### config.mk
export PLATFORM = sky130hd
export DESIGN_NAME = text_writer
export DESIGN_NICKNAME = d
export VERILOG_FILES = /design/src/rtl/text_writer.sv
export SDC_FILE = /design/constraint.sdc
export NUM_CORES = 1
export LEC_CHECK = 0
export CAP_MARGIN = 20
export CELL_PAD_IN_SITES_DETAIL_PLACEMENT = 0
export CELL_PAD_IN_SITES_GLOBAL_PLACEMENT = 1
export CORE_UTILIZATION = 28
export DETAILED_ROUTE_END_ITERATION = 8
export PLACE_DENSITY_LB_ADDON = 0.1
export SLEW_MARGIN = 20
export SYNTH_ARGS = -nofsm -noshare
export SYNTH_HDL_FRONTEND = slang
export SYNTH_SLANG_ARGS = --single-unit
### constraint.sdc
create_clock -name i_clk -period 3 [get_ports i_clk]
set_input_delay 0.3 -clock i_clk [delete_from_list [all_inputs] [get_ports i_clk]]
set_output_delay 0.3 -clock i_clk [all_outputs]
set_load 0.02 [all_outputs]
### src/rtl/text_writer.sv
// text_writer: decodes a byte stream of characters and cursor/color commands
// into single-cycle {color, glyph} writes to the 80x60 text RAM.
`default_nettype none

module text_writer #(
  parameter int COLS   = 80,
  parameter int ROWS   = 60,
  parameter int ADDR_W = $clog2(COLS * ROWS)
) (
  input  logic                      i_clk,
  input  logic                      i_rst,
  input  logic [7:0]                i_data,
  input  logic                      i_valid,
  output logic                      o_ready,
  output logic                      o_we,
  output logic [ADDR_W-1:0]         o_waddr,
  output logic [7:0]                o_wdata,
  output logic [$clog2(COLS)-1:0]   o_cur_col,
  output logic [$clog2(ROWS)-1:0]   o_cur_row
);

  localparam int COL_W = $clog2(COLS);
  localparam int ROW_W = $clog2(ROWS);
  localparam logic [ADDR_W-1:0] LAST_ADDR = ADDR_W'(COLS * ROWS - 1);
  localparam logic [COL_W-1:0]  LAST_COL  = COL_W'(COLS - 1);
  localparam logic [ROW_W-1:0]  LAST_ROW  = ROW_W'(ROWS - 1);

  typedef enum logic [0:0] {
    S_IDLE  = 1'b0,
    S_CLEAR = 1'b1
  } state_t;

  state_t              state_q, state_d;
  logic [COL_W-1:0]    col_q, col_d;
  logic [ROW_W-1:0]    row_q, row_d;
  logic [1:0]          color_q, color_d;
  logic                we_q, we_d;
  logic [ADDR_W-1:0]   waddr_q, waddr_d;
  logic [7:0]          wdata_q, wdata_d;

  logic                accept;
  logic [ADDR_W-1:0]   cell_addr;
  logic [ROW_W-1:0]    row_inc;

  assign o_ready   = (state_q == S_IDLE) && !i_rst;
  assign accept    = i_valid && o_ready;
  assign cell_addr = ADDR_W'(row_q) * ADDR_W'(COLS) + ADDR_W'(col_q);
  assign row_inc   = (row_q == LAST_ROW) ? '0 : row_q + 1'b1;

  always_comb begin
    state_d = state_q;
    col_d   = col_q;
    row_d   = row_q;
    color_d = color_q;
    we_d    = 1'b0;
    waddr_d = waddr_q;
    wdata_d = wdata_q;

    case (state_q)
      S_IDLE: begin
        if (accept) begin
          if (i_data[7:6] == 2'b00) begin
            we_d    = 1'b1;
            waddr_d = cell_addr;
            wdata_d = {color_q, i_data[5:0]};
            if (col_q == LAST_COL) begin
              col_d = '0;
              row_d = row_inc;
            end else begin
              col_d = col_q + 1'b1;
            end
          end else if (i_data[7]) begin
            case (i_data[6:4])
              3'b000: color_d = i_data[1:0];
              3'b001: begin
                col_d = '0;
                row_d = row_inc;
              end
              3'b010: col_d = '0;
              3'b011: begin
                col_d = '0;
                row_d = '0;
              end
              3'b100: begin
                // First fill write goes out now; waddr_q then doubles as the fill counter.
                state_d = S_CLEAR;
                we_d    = 1'b1;
                waddr_d = '0;
                wdata_d = {color_q, 6'd0};
                col_d   = '0;
                row_d   = '0;
              end
              3'b101: begin
                if (col_q != '0) col_d = col_q - 1'b1;
              end
              default: ;
            endcase
          end
        end
      end

      S_CLEAR: begin
        if (waddr_q == LAST_ADDR) begin
          state_d = S_IDLE;
        end else begin
          we_d    = 1'b1;
          waddr_d = waddr_q + 1'b1;
        end
      end

      default: state_d = S_IDLE;
    endcase
  end

  always_ff @(posedge i_clk) begin
    if (i_rst) begin
      state_q <= S_IDLE;
      col_q   <= '0;
      row_q   <= '0;
      color_q <= 2'b00;
      we_q    <= 1'b0;
      waddr_q <= '0;
      wdata_q <= '0;
    end else begin
      state_q <= state_d;
      col_q   <= col_d;
      row_q   <= row_d;
      color_q <= color_d;
      we_q    <= we_d;
      waddr_q <= waddr_d;
      wdata_q <= wdata_d;
    end
  end

  assign o_we      = we_q;
  assign o_waddr   = waddr_q;
  assign o_wdata   = wdata_q;
  assign o_cur_col = col_q;
  assign o_cur_row = row_q;

endmodule

`default_nettype wire

After elaboration in Yosys (flattened, before gate mapping)
Cells that the tools add are included.
W data, S select, Z words.
- add/subtract/negate cells: 5
- multiply operators: 1
- eq/ne operators: 14
- mux-type cells: 28
- bitwise logic cells: 2
- reduce and logical (&&, ||, !) cells: 17
- operators with widths (operator ; count):
    $mux W13 ; 5
    $mux W7 ; 4
    $pmux W13 S2 ; 1
    $mux W6 ; 4
    $mux W8 ; 3
    $reduce_and A5 Y1 ; 3
    $pmux W7 S2 ; 1
    $add A13 B1 Y13 const B ; 1
    $add A13 B7 Y13 ; 1
    $eq A13 B13 Y1 const B ; 1
    $pmux W6 S2 ; 1
    $mul A6 B3 Y9 const B ; 1
    $reduce_and A4 Y1 ; 2
    $add A7 B1 Y7 const B ; 1
    $eq A7 B7 Y1 const B ; 1
    $mux W1 ; 7
    $reduce_bool A7 Y1 ; 1
    $sub A7 B1 Y7 const B ; 1
    $add A6 B1 Y6 const B ; 1
    $eq A3 B2 Y1 const B ; 2
    $eq A3 B3 Y1 const B ; 2
    $eq A6 B6 Y1 const B ; 1
    $reduce_bool A3 Y1 ; 2
    $ne A2 B2 Y1 const B ; 2
    14 further kinds ; 18
- flip-flop bits (word level): 38
- bits of input ports: 11
- output and inout port bits: 36
- word-level logic and storage cells: 74

Longest topological paths before layout
- word-level depth: 6
- mapped depth: 9
- gate-level depth less buffers: 9

Least setup slack after synthesis
No wires, ideal clock.
- kind: register to register
- start: reg row_q[3], in the netlist o_cur_row[3]
- end: reg waddr_q[12], in the netlist o_waddr[12]
- data arrival time: 2382 ps
- required time: 2926 ps
- path slack: 543 ps
- cell stages (with the launch flop): 10
- buffers on the path: 0
- cell sequence: dfxtp_1 ha_1 ha_1 fa_1 a21o_1 a21oi_1 xnor2_1 nand2_1 or3_1 a31oi_1
- cells in the longest elaborated chain, start to end: 5
- ends and longest elaborated chain (what ; line ; text):
    from (decl) ; 35 ; logic [ROW_W-1:0] row_q, row_d;
    from (signal assigned) ; 127 ; row_q <= row_d;
    $mul A6 B3 Y9 ; 47 ; assign cell_addr = ADDR_W'(row_q) * ADDR_W'(COLS) + ADDR_W'(col_q);
    $add A13 B7 Y13 ; 47 ;
    $mux W13 ; 62 ; if (i_data[7:6] == 2'b00) begin
    $mux W13 ; 61 ; if (accept) begin
    $pmux W13 S2 ; 59 ; case (state_q)
    to (signal assigned) ; 130 ; waddr_q <= waddr_d;
    to (decl) ; 38 ; logic [ADDR_W-1:0] waddr_q, waddr_d;
No other way between the ends. The select of a mux whose other input is x is not followed.
A chain may end at the register's enable or synchronous reset.

Worst setup path in the final report
- start: reg row_q[3], in the netlist o_cur_row[3]
- end: reg waddr_q[9], in the netlist o_waddr[9]
The elaborated chain is that of the path after synthesis.

==> run metrics <==
cell area after synthesis 2530 um^2; Worst-Margin Slew 562 ps; Worst Path Required 3170 ps; Area Growth Syn to Fin 26.4%; first-pass GRT wire length roughly 13000 um; Post-Place Setup Slack 413 ps; top sig layer met4; postcts setup bufs 0; Startpoint Class flip-flop; clk_skew 5.03 ps; VDD IR max 158 uV; Synth Warn # 0; sequential fraction of the synthesis area 0.300; Vias/cell between 5 and 6; final hold vios 0; CP max stage delay between 500 and 600 ps; Resized Gates After CTS 0; overall power ~1.1 mW; Max Clock Freq slightly below 400 MHz; clock buffer depth 2; Max Cap Violations 0; Mean Syn Cell Area between 7 and 8 um^2; Reg clk slew, reported paths 90 ps; Remaining DRCs 0; Avg WL per Cell between 15 and 20 um; global route total overflow 0; CP dominant cell by count ha_1; via count roughly 2600; met3 wire len 210 um; CTS buffer count 5; Tightest Hold Check Type reg2reg; setup violators final 0; routed wire length around 7700 um; vias in the first global route 2472; outcome complete, no violations; Syn Inst Count between 300 and 400; Final Wtd Congestion around 0.8; setup total negative slack 0 ps; Leak 1.13 nW; Core Rows 34; Slowest cell on crit path fa_1; placed insts ~480; Final Non-Filler Cells between 400 and 500; worst path cell trace ha_1 -> ha_1 -> fa_1 -> and3_1 -> a32oi_1 -> xnor2_1 -> nor2_1 -> o21ai_0 -> a21oi_1; Detail Route Antenna Nets 0; fin nets 405; starting density of the core 0.289; Yosys reg bits 38; r2r setup slk roughly 420 ps; Fin Hold WS 460 ps; RSZ-0062 raised after global routing no; total length of routed met2 wires 3500 um; Period Utilization, post-route 0.859; Async SR Flop Fraction 0; Main synth FF type dfxtp_1; CP startpoint o_cur_row[3]; CP Max Fanout 8; cell accounting for the most synthesized area dfxtp_1; relative slew slack 0.622; fill cell count between 900 and 1000; fin crit period 2580 ps; DIE WIDTH between 90 and 100 um; count of cell types in the netlist 51; CTS hold repair buffers 0; number of flops mapped to enable cells by yosys 0; largest net degree at the start of global routing 40; CP delay by family, top adder cells; crit path DAT around 2800 ps; final number of max-transition violations 0; Synth top area share 0.300; Metal-1 WL 3860 um; DIE HEIGHT 97.2 um; CTS Sinks 38; share of layout cells above drive strength 1 0.0531; Post-Syn Nets between 300 and 400; total core area roughly 8800 um^2; synth cell count leaders dfxtp_1, nor2_1, a21oi_1; DRT Pass-1 Iters 4; Area contributors post-synth dfxtp_1, ha_1, a21oi_1, nor2_1, nand2_1; worst setup path category reg2reg; final setup margin between 400 and 500 ps; gr usage total 0.164; clk_lat worst skew 300 ps; port bufs 46; CTS root buffer clkbuf_8; antenna cells 0; HPWL after DPL 5620 um; Min-Delay Startpoint color_q[1]; CTS H-tree depth 2; count leader, synth dfxtp_1; I/O pin cnt 47; die area 9440 um^2; CTS tree yes; Crit. End Element flip-flop; 1st-iter DRT viols 77; Crit path buffers/inverters 0; power per cell area roughly 350 nW/um^2; initial antenna violation count 0; reg2reg start o_cur_row[3]
==> worst min-delay path, cell delays in order, from the launching register on <==
cell and delay [ps]:
dfxtp_1 320, nand2_1 50, a21oi_1 50
==> layout by cell type, fill, tap and decap left out, types with 2 or more instances in the layout <==
| cell type | n |
|---|---|
| ha_1 | 16 |
| a21o_1 | 3 |
| a21oi_1 | 35 |
| inv_1 | 11 |
| a211oi_1 | 5 |
| clkinv_2 | 2 |
| o21ai_0 | 19 |
| xnor2_1 | 7 |
| and2_1 | 4 |
| nor3_1 | 11 |
| a211o_1 | 2 |
| clkbuf_8 | 5 |
| dfxtp_1 | 38 |
| nand2b_1 | 3 |
| fa_1 | 2 |
| nor4_1 | 4 |
| nand3b_1 | 2 |
| or3_1 | 4 |
| a221oi_1 | 4 |
| nand2_1 | 32 |
| nand4_1 | 2 |
| o32ai_1 | 3 |
| clkdlybuf4s50_1 | 46 |
| nor2b_1 | 4 |
| buf_4 | 6 |
| mux2i_1 | 2 |
| o21a_1 | 2 |
| xor2_1 | 4 |
| or2_2 | 3 |
| nand3_1 | 23 |
| o22ai_1 | 3 |
| nor2_1 | 37 |
| a22oi_1 | 2 |
| and3_1 | 6 |
| a31oi_1 | 7 |
==> power by group <==
part	leakage (nW)	switching (mW)	internal (mW)
registers	0.307	0.0130	0.512
clock network	0.0579	0.205	0.245
logic	0.764	0.0815	0.0575
==> worst paths after layout <==
check | to | depth (start not counted)
worst max-delay path | o_waddr[9] | 9
worst min-delay path | o_wdata[7] | 2
worst max register to register | o_waddr[9] | 9
worst min register to register | o_wdata[7] | 2
==> final cells by class <==
cell class / instances / area (um^2) / share of cell area
clock inverters: 3 / 40.0 / 0.0125
inverters: 11 / 41.3 / 0.0129
multi-input cells: 268 / 1650 / 0.516
clock buffers: 5 / 68.8 / 0.0215
well taps: 108 / 135 / 0.0422
flip-flops and latches: 38 / 761 / 0.238
repair buffers: 52 / 505 / 0.158
==> flip-flops by register name, summed over array words and instances, names as in the netlist <==
signal / cells
color_q: 2
state_q: 1
o_cur_row: 6
o_wdata: 8
o_we: 1
o_cur_col: 7
o_waddr: 13
==> metal layers <==
metal | vias to the layer above | GRT usage
li1 | 1293 | -
met2 | 41 | 0.271
met3 | 8 | 0.0273
met1 | 1218 | 0.219
met5 | - | 0
met4 | 0 | 0.0448
==> through the flow <==
step	cell area (um^2)	utilization
2_1_floorplan	2530	-
3_3_place_gp	3090	0.353
3_5_place_dp	3090	0.353
4_1_cts	3200	0.366
5_1_grt	3200	0.366
6_report	3200	0.366
==> kinds of logic after synthesis <==
logic type | Yosys count | share of synthesized area
buffers and inverters | 28 | 0.0484
AND/OR/NAND/NOR | 143 | 0.281
flip-flops | 38 | 0.300
multiplexers | 2 | 0.00790
XOR/XNOR | 11 | 0.0380
AO/OA/AOI/OAI | 94 | 0.230
adder cells (fa/ha/maj) | 18 | 0.0948
(Power assumes the default switching activity.)
